`config.mk`:
```
export PLATFORM = sky130hd
export DESIGN_NAME = gpio_debounce
export DESIGN_NICKNAME = d
export VERILOG_FILES = /design/src/rtl/gpio_debounce.sv
export SDC_FILE = /design/constraint.sdc
export NUM_CORES = 1
export LEC_CHECK = 0
export ABC_AREA = 1
export BUFFER_PORTS_ARGS = -buffer_cell sky130_fd_sc_hd__buf_2
export CAP_MARGIN = 20
export CORE_ASPECT_RATIO = 0.6
export CORE_MARGIN = 3
export CORE_UTILIZATION = 55
export CTS_BUF_LIST = sky130_fd_sc_hd__clkbuf_2
export CTS_CLUSTER_DIAMETER = 150
export DETAILED_ROUTE_END_ITERATION = 6
export PLACE_DENSITY_LB_ADDON = 0.3
export SLEW_MARGIN = 20
export SYNTH_ARGS = -nofsm -noshare
export SYNTH_HDL_FRONTEND = slang
export SYNTH_SLANG_ARGS = --single-unit
```
`constraint.sdc`:
```
create_clock -name i_clk -period 1.8 [get_ports i_clk]
set_clock_uncertainty 0.05 [all_clocks]
set_input_delay 0.54 -clock i_clk [delete_from_list [all_inputs] [get_ports i_clk]]
set_output_delay 0.54 -clock i_clk [all_outputs]
set_load 0.01 [all_outputs]
```
`src/rtl/gpio_debounce.sv`:
```
// gpio_debounce: conditions raw asynchronous pins before the GPIO controller.
// Each line passes through a two-flop synchroniser. A per-line integration
// counter then accepts a new level only after NTICKS consecutive sample ticks
// of disagreement. A shared free-running prescaler generates those ticks.
//
// Ports:
//   i_clk    system clock, all logic on posedge
//   i_rst_n  synchronous active-low reset
//   i_gpio   raw asynchronous pin levels
//   o_gpio   debounced stable levels
//   o_rise   one-cycle pulse per bit on an accepted 0->1 transition
//   o_fall   one-cycle pulse per bit on an accepted 1->0 transition
//   o_int    one-cycle pulse when any rise/fall pulse is set
module gpio_debounce #(
  parameter int unsigned    NIN      = 16,
  parameter int unsigned    PRESCALE = 1000,
  parameter int unsigned    NTICKS   = 4,
  parameter logic [NIN-1:0] DEFAULT  = '0
) (
  input  logic           i_clk,
  input  logic           i_rst_n,
  input  logic [NIN-1:0] i_gpio,
  output logic [NIN-1:0] o_gpio,
  output logic [NIN-1:0] o_rise,
  output logic [NIN-1:0] o_fall,
  output logic           o_int
);

  localparam int unsigned CntW = (NTICKS > 1) ? $clog2(NTICKS) : 1;
  localparam int unsigned PreW = (PRESCALE > 1) ? $clog2(PRESCALE) : 1;
  localparam logic [CntW-1:0] CntLast = CntW'(NTICKS - 1);
  localparam logic [PreW-1:0] PreLast = PreW'(PRESCALE - 1);

  logic [NIN-1:0]  sync_x_q;
  logic [NIN-1:0]  sync_q_q;
  logic [PreW-1:0] pre_q, pre_d;
  logic            tick;
  logic [CntW-1:0] cnt_q [NIN];
  logic [CntW-1:0] cnt_d [NIN];
  logic [NIN-1:0]  gpio_q, gpio_d;
  logic [NIN-1:0]  rise_q, rise_d;
  logic [NIN-1:0]  fall_q, fall_d;
  logic            int_q, int_d;

  // Shared prescaler: free-running, never restarted by input activity.
  always_comb begin
    tick  = (pre_q == PreLast);
    pre_d = tick ? '0 : pre_q + PreW'(1);
  end

  // Per-line integration: any agreement cycle clears the count, so only
  // NTICKS uninterrupted mismatching ticks commit a new level.
  always_comb begin
    gpio_d = gpio_q;
    rise_d = '0;
    fall_d = '0;
    cnt_d  = cnt_q;
    for (int unsigned i = 0; i < NIN; i++) begin
      if (sync_q_q[i] == gpio_q[i]) begin
        cnt_d[i] = '0;
      end else if (tick) begin
        if (cnt_q[i] == CntLast) begin
          gpio_d[i] = sync_q_q[i];
          cnt_d[i]  = '0;
          rise_d[i] = sync_q_q[i];
          fall_d[i] = ~sync_q_q[i];
        end else begin
          cnt_d[i] = cnt_q[i] + CntW'(1);
        end
      end
    end
    int_d = |{rise_d, fall_d};
  end

  always_ff @(posedge i_clk) begin
    if (!i_rst_n) begin
      sync_x_q <= DEFAULT;
      sync_q_q <= DEFAULT;
      pre_q    <= '0;
      cnt_q    <= '{default: '0};
      gpio_q   <= DEFAULT;
      rise_q   <= '0;
      fall_q   <= '0;
      int_q    <= 1'b0;
    end else begin
      sync_x_q <= i_gpio;
      sync_q_q <= sync_x_q;
      pre_q    <= pre_d;
      cnt_q    <= cnt_d;
      gpio_q   <= gpio_d;
      rise_q   <= rise_d;
      fall_q   <= fall_d;
      int_q    <= int_d;
    end
  end

  assign o_gpio = gpio_q;
  assign o_rise = rise_q;
  assign o_fall = fall_q;
  assign o_int  = int_q;

endmodule

```
[After elaboration in Yosys (flattened, before gate mapping)]
Cells that the tools add are included.
Widths: inputs -> output; s select.
Storage, ports and cells
  register bits after elaboration: 123
  bits in latches: 0
  RAM bits: 0
  memory bits (read-only): 0
  input bits: 18
  memories: 0
Operators by class
  $add $sub $neg: 17
  $mul: 0
  divide/modulo/power cells: 0
  order comparisons: 0
  equality and inequality tests: 33
  shift operators: 0
  mux-type cells: 112
  bitwise operators: 33
  reduce and logical (&&, ||, !) cells: 34
Operators by type and width (number)
  $mux 1: 96
  $reduce_and 3->1: 16
  $reduce_or 2->1: 17
  $not 1->1: 33
  $add 2x1->2 const B: 16
  $eq 2x2->1 const B: 16
  $mux 2: 16
  $reduce_or 32->1: 1
  $eq 1x1->1: 16
  $add 10x1->10 const B: 1
  $eq 10x10->1 const B: 1

[Longest topological paths before layout]
  depth after elaboration: 5
  gate-level depth with buffers: 12

[Worst setup path before layout]
OpenSTA, ideal clock, no wires.
  path kind: register to register
  start point: reg pre_q[0]
  end point: reg gpio_q[7], in the netlist o_gpio[7]
  setup time: 0.132 ns
  data arrival time: 1.453 ns
  data required time: 1.618 ns
  setup slack: 0.164 ns
  cell stages (with the launch flop): 11
  buffers on the path: 2
  path through: dfxtp_1 > ha_1 > nand2_1 > nor2_4 > nand3_4 > inv_4 > buf_8 > buf_4 > nand2_1 > nand2_1 > a21oi_1
Between the ends
  word-level cells in the longest chain between the ends: 2
Ends and longest elaborated chain
  from (decl): RTL line 36  | logic [PreW-1:0] pre_q, pre_d;
  from (signal assigned): RTL line 88  | pre_q <= pre_d;
  $eq 10x10->1: RTL line 47  | tick = (pre_q == PreLast);
  $reduce_and 3->1 (no line)
  to (signal assigned): RTL line 90  | gpio_q <= gpio_d;
  to (decl): RTL line 40  | logic [NIN-1:0] gpio_q, gpio_d;
Every way passes these cells.
A chain may end at the register's enable or synchronous reset.

[Worst setup path after layout]
  start point: reg pre_q[0]
  end point: reg int_q, in the netlist o_int
Between the ends
  word-level cells in the longest chain between the ends: 4
Ends and longest elaborated chain
  $eq 10x10->1 (*): RTL line 47
  $mux 1: RTL line 61  | end else if (tick) begin
  $mux 1: RTL line 59  | if (sync_q_q[i] == gpio_q[i]) begin
  $reduce_or 32->1 (*): RTL line 72  | int_d = |{rise_d, fall_d};
  to (signal assigned): RTL line 93  | int_q <= int_d;
  to (decl): RTL line 43  | logic int_q, int_d;
Every way passes the cells marked *; elsewhere a longest branch is shown, timed or not.

==> results.sh <==
export IMPL_crit_buf_inv=1
export IMPL_cp_slowest_cell="dfxtp_4"
export IMPL_drive_above_1_share_pct=28.3
export IMPL_synth_distinct_cells=31
export IMPL_ant_nets=0
export IMPL_die_area_sq_um=10100
export IMPL_crit_chain="ha_4, nand2_2, nor2_4, nand3_4, buf_12, a21oi_2, nor2_1, nand2_1, nor2_1, nand2_1, nor2_1, nor2_1"
export IMPL_antenna_diode_count=0
export IMPL_overflow=0
export IMPL_cpLargestDelayFamily="simple AND/OR/NAND/NOR gates"
export IMPL_grtUsageTotal_pct=23.3
export IMPL_drt_iter0_drc=382
export IMPL_tightest_slew_ns=0.445
export IMPL_final_max_slew_violation_count=0
export IMPL_yosysWarnings=0
export IMPL_seqCellArea_sq_um=2520
export IMPL_placed_cells=754
export IMPL_timing_fmax_ghz=0.560
export IMPL_synth_top_cell_area_share_pct=50.2
export IMPL_cellLeakagePower_nw=2.85
export IMPL_die_h_um=79.1
export IMPL_area_growth_pct=30.3
export IMPL_min_period_over_period_pct=99.3
export IMPL_whs_ns=0.200
export IMPL_place_congestion=0.887
export IMPL_cts_num_sinks=123
export IMPL_end_kind="register"
export IMPL_dpl_hpwl_um=7900
export IMPL_tns_ns=0
export IMPL_syn_inst=587
export IMPL_antenna_found_initial=0
export IMPL_start_util_pct=59.4
export IMPL_relSlewSlack_pct=70.1
export IMPL_start_kind="register"
export IMPL_synth_edf_count=0
export IMPL_synth_area_sq_um=4900
export IMPL_yosysSeqAreaShare_pct=50.2
export IMPL_ys_ff_latch=123
export IMPL_status="finished, final reports clean"
export IMPL_clkLatencyLatePin_ns=0.68
export IMPL_grt_pass1_vias=3919
export IMPL_drc=0
export IMPL_num_fill_cells=533
export IMPL_wire_per_inst_um=14.3
export IMPL_critPathMaxFanout=14
export IMPL_syn_avg_cell_area_sq_um=8.36
export IMPL_die_x_um=128
export IMPL_placed_cell_area_sq_um=5420
export IMPL_portBuffers=66
export IMPL_htreeDepth=4
export IMPL_syn_nets=622
export IMPL_synth_main_ff_cell="dfxtp_1"
export IMPL_vdd_ir_drop_max_mv=0.692
export IMPL_crit_top_cell="nor2_1"
export IMPL_critPathKind="register to register"
export IMPL_cpPeakStageDelay_ns=0.41
export IMPL_synth_largest_area_cell="dfxtp_1"
export IMPL_stdcell_count=829
export IMPL_post_route_min_period_ns=1.79
export IMPL_ioPinCount=67
export IMPL_vias=4252
export IMPL_grt_max_degree=46
export IMPL_hold_viol_final=0
export IMPL_multi_input_area_sq_um=2070
export IMPL_cap_violations=0
export IMPL_synth_async_reset_ratio_pct=0
export IMPL_drt_wl_total_um=11900
export IMPL_hold_path_class="primary input to register"
export IMPL_final_area_sq_um=6390
export IMPL_avgViaCountPerCell=5.13
export IMPL_path_clk_slew_ns=0.20
export IMPL_rsz0062_at_grt="yes"
export IMPL_finalSetupViolations=0
export IMPL_synthTopCellsByArea="dfxtp_1, nand2_1, nor2_1"
export IMPL_powerDensity_nw_per_um2=734
export IMPL_cp_arrival_ns=2.37
export IMPL_cts_tree="done"
export IMPL_coreArea_sq_um=8260
export IMPL_required_ns=2.39
export IMPL_grt_pass1_wl_um=18500
export IMPL_dr_pass1_iters=5
export IMPL_cts_path_max_buffers=2
export IMPL_cts_buffers=17
export IMPL_finalNetCount=743
export IMPL_num_rows=25
export IMPL_cts_root_buffer="clkbuf_2"
-- report_power, final --
| group | switching, mW | internal, mW |
|---|---|---|
| Sequential | 0.0303 | 2.75 |
| Clock | 1.09 | 0.634 |
| Combinational | 0.0979 | 0.0795 |
| Total | 1.22 | 3.47 |
-- routing by layer --
| metal | routed length (um) | up-vias | global-route usage (%) |
|---|---|---|---|
| li1 | - | 2130 | - |
| met1 | 5540 | 1943 | 32.1 |
| met2 | 5180 | 153 | 33.8 |
| met3 | 916 | 26 | 7.12 |
| met4 | 238 | 0 | 9.85 |
| met5 | 0 | - | 0 |
-- layout make-up --
class                   count  area share [%]
clock buffers              17            1.33
flip-flops and latches    123            39.4
inverters                  83            4.99
clock inverters            15            2.35
multi-input cells         359            32.4
repair buffers            124            17.4
well taps                 108            2.12
-- per-stage QoR --
step / setup slack, ns / power (mW) / utilization [%]
floorplan: 0.164 / 2.93 / -
global placement: 0.00947 / 2.98 / 65.6
detailed placement: -0.0532 / 2.99 / 65.6
CTS: -0.0390 / 4.70 / 74.2
global route: -0.0828 / 4.88 / 77.4
finish: 0.0128 / 4.69 / 77.4
-- cells in the final DEF (no fill, tap or decap), drive strengths merged --
cell type / Yosys / routed
a2111oi: 13 / 13
dfxtp: 123 / 123
clkinvlp: 0 / 3
nor4: 1 / 1
o211a: 2 / 2
nand3: 20 / 20
inv: 83 / 85
nor2: 87 / 87
a21oi: 59 / 59
dlygate4sd3: 0 / 16
nand2: 84 / 84
ha: 17 / 17
nand4: 5 / 5
buf: 10 / 105
or2: 12 / 12
nor3: 12 / 12
xnor2: 11 / 11
xor2: 5 / 5
o21ai: 18 / 18
nor3b: 2 / 2
and3: 1 / 1
clkinv: 0 / 8
clkbuf: 12 / 20
nand3b: 10 / 10
bufinv: 0 / 2
-- registers in the layout (all words and copies together), names as in the netlist --
name,count
o_rise,16
sync_q_q,16
cnt_q,32
o_fall,16
o_int,1
sync_x_q,16
o_gpio,16
pre_q,10
-- tightest hold or removal path, stage by stage --
cell     delay (ns)
buf_2          0.10
buf_4          0.17
nand2_1        0.06
inv_1          0.04
-- Yosys cell counts, types with 7 or more instances --
library cell	instances
ha_1	17
nor2_1	84
clkbuf_1	12
inv_1	81
a21oi_1	59
xnor2_1	11
nand2_1	84
a2111oi_2	13
or2_0	7
nand3_1	18
dfxtp_1	123
o21ai_0	18
nand3b_1	10
nor3_1	12
-- what timing repair did --
item,CTS,global route
resized for setup,54,34
pin swaps,1,4
hold buffers,16,0
setup endpoints to repair,32,54
setup buffers,17,7
cloned,0,3
endpoints found under the hold margin,16,0
-- worst paths after layout --
| path | from | to | slack [ns] | cells past startpoint |
|---|---|---|---|---|
| worst max-delay path | pre_q[0] | o_int | 0.01 | 12 |
| worst min-delay path | i_rst_n | sync_x_q[3] | 0.20 | 4 |
| worst max register to register | pre_q[0] | o_int | 0.01 | 12 |
| worst min register to register | sync_x_q[8] | sync_q_q[8] | 0.37 | 2 |
-- logic make-up after synthesis --
kind of cell             count (synthesis)  share of synthesized area, %
AND/OR/NAND/NOR                        234                          21.3
flip-flops                             123                          50.2
buffers and inverters                  105                          9.03
AO/OA/AOI/OAI                           92                          12.2
adder cells (fa/ha/maj)                 17                          4.34
XOR/XNOR                                16                          2.86
Power figures use the tool's default switching activity.
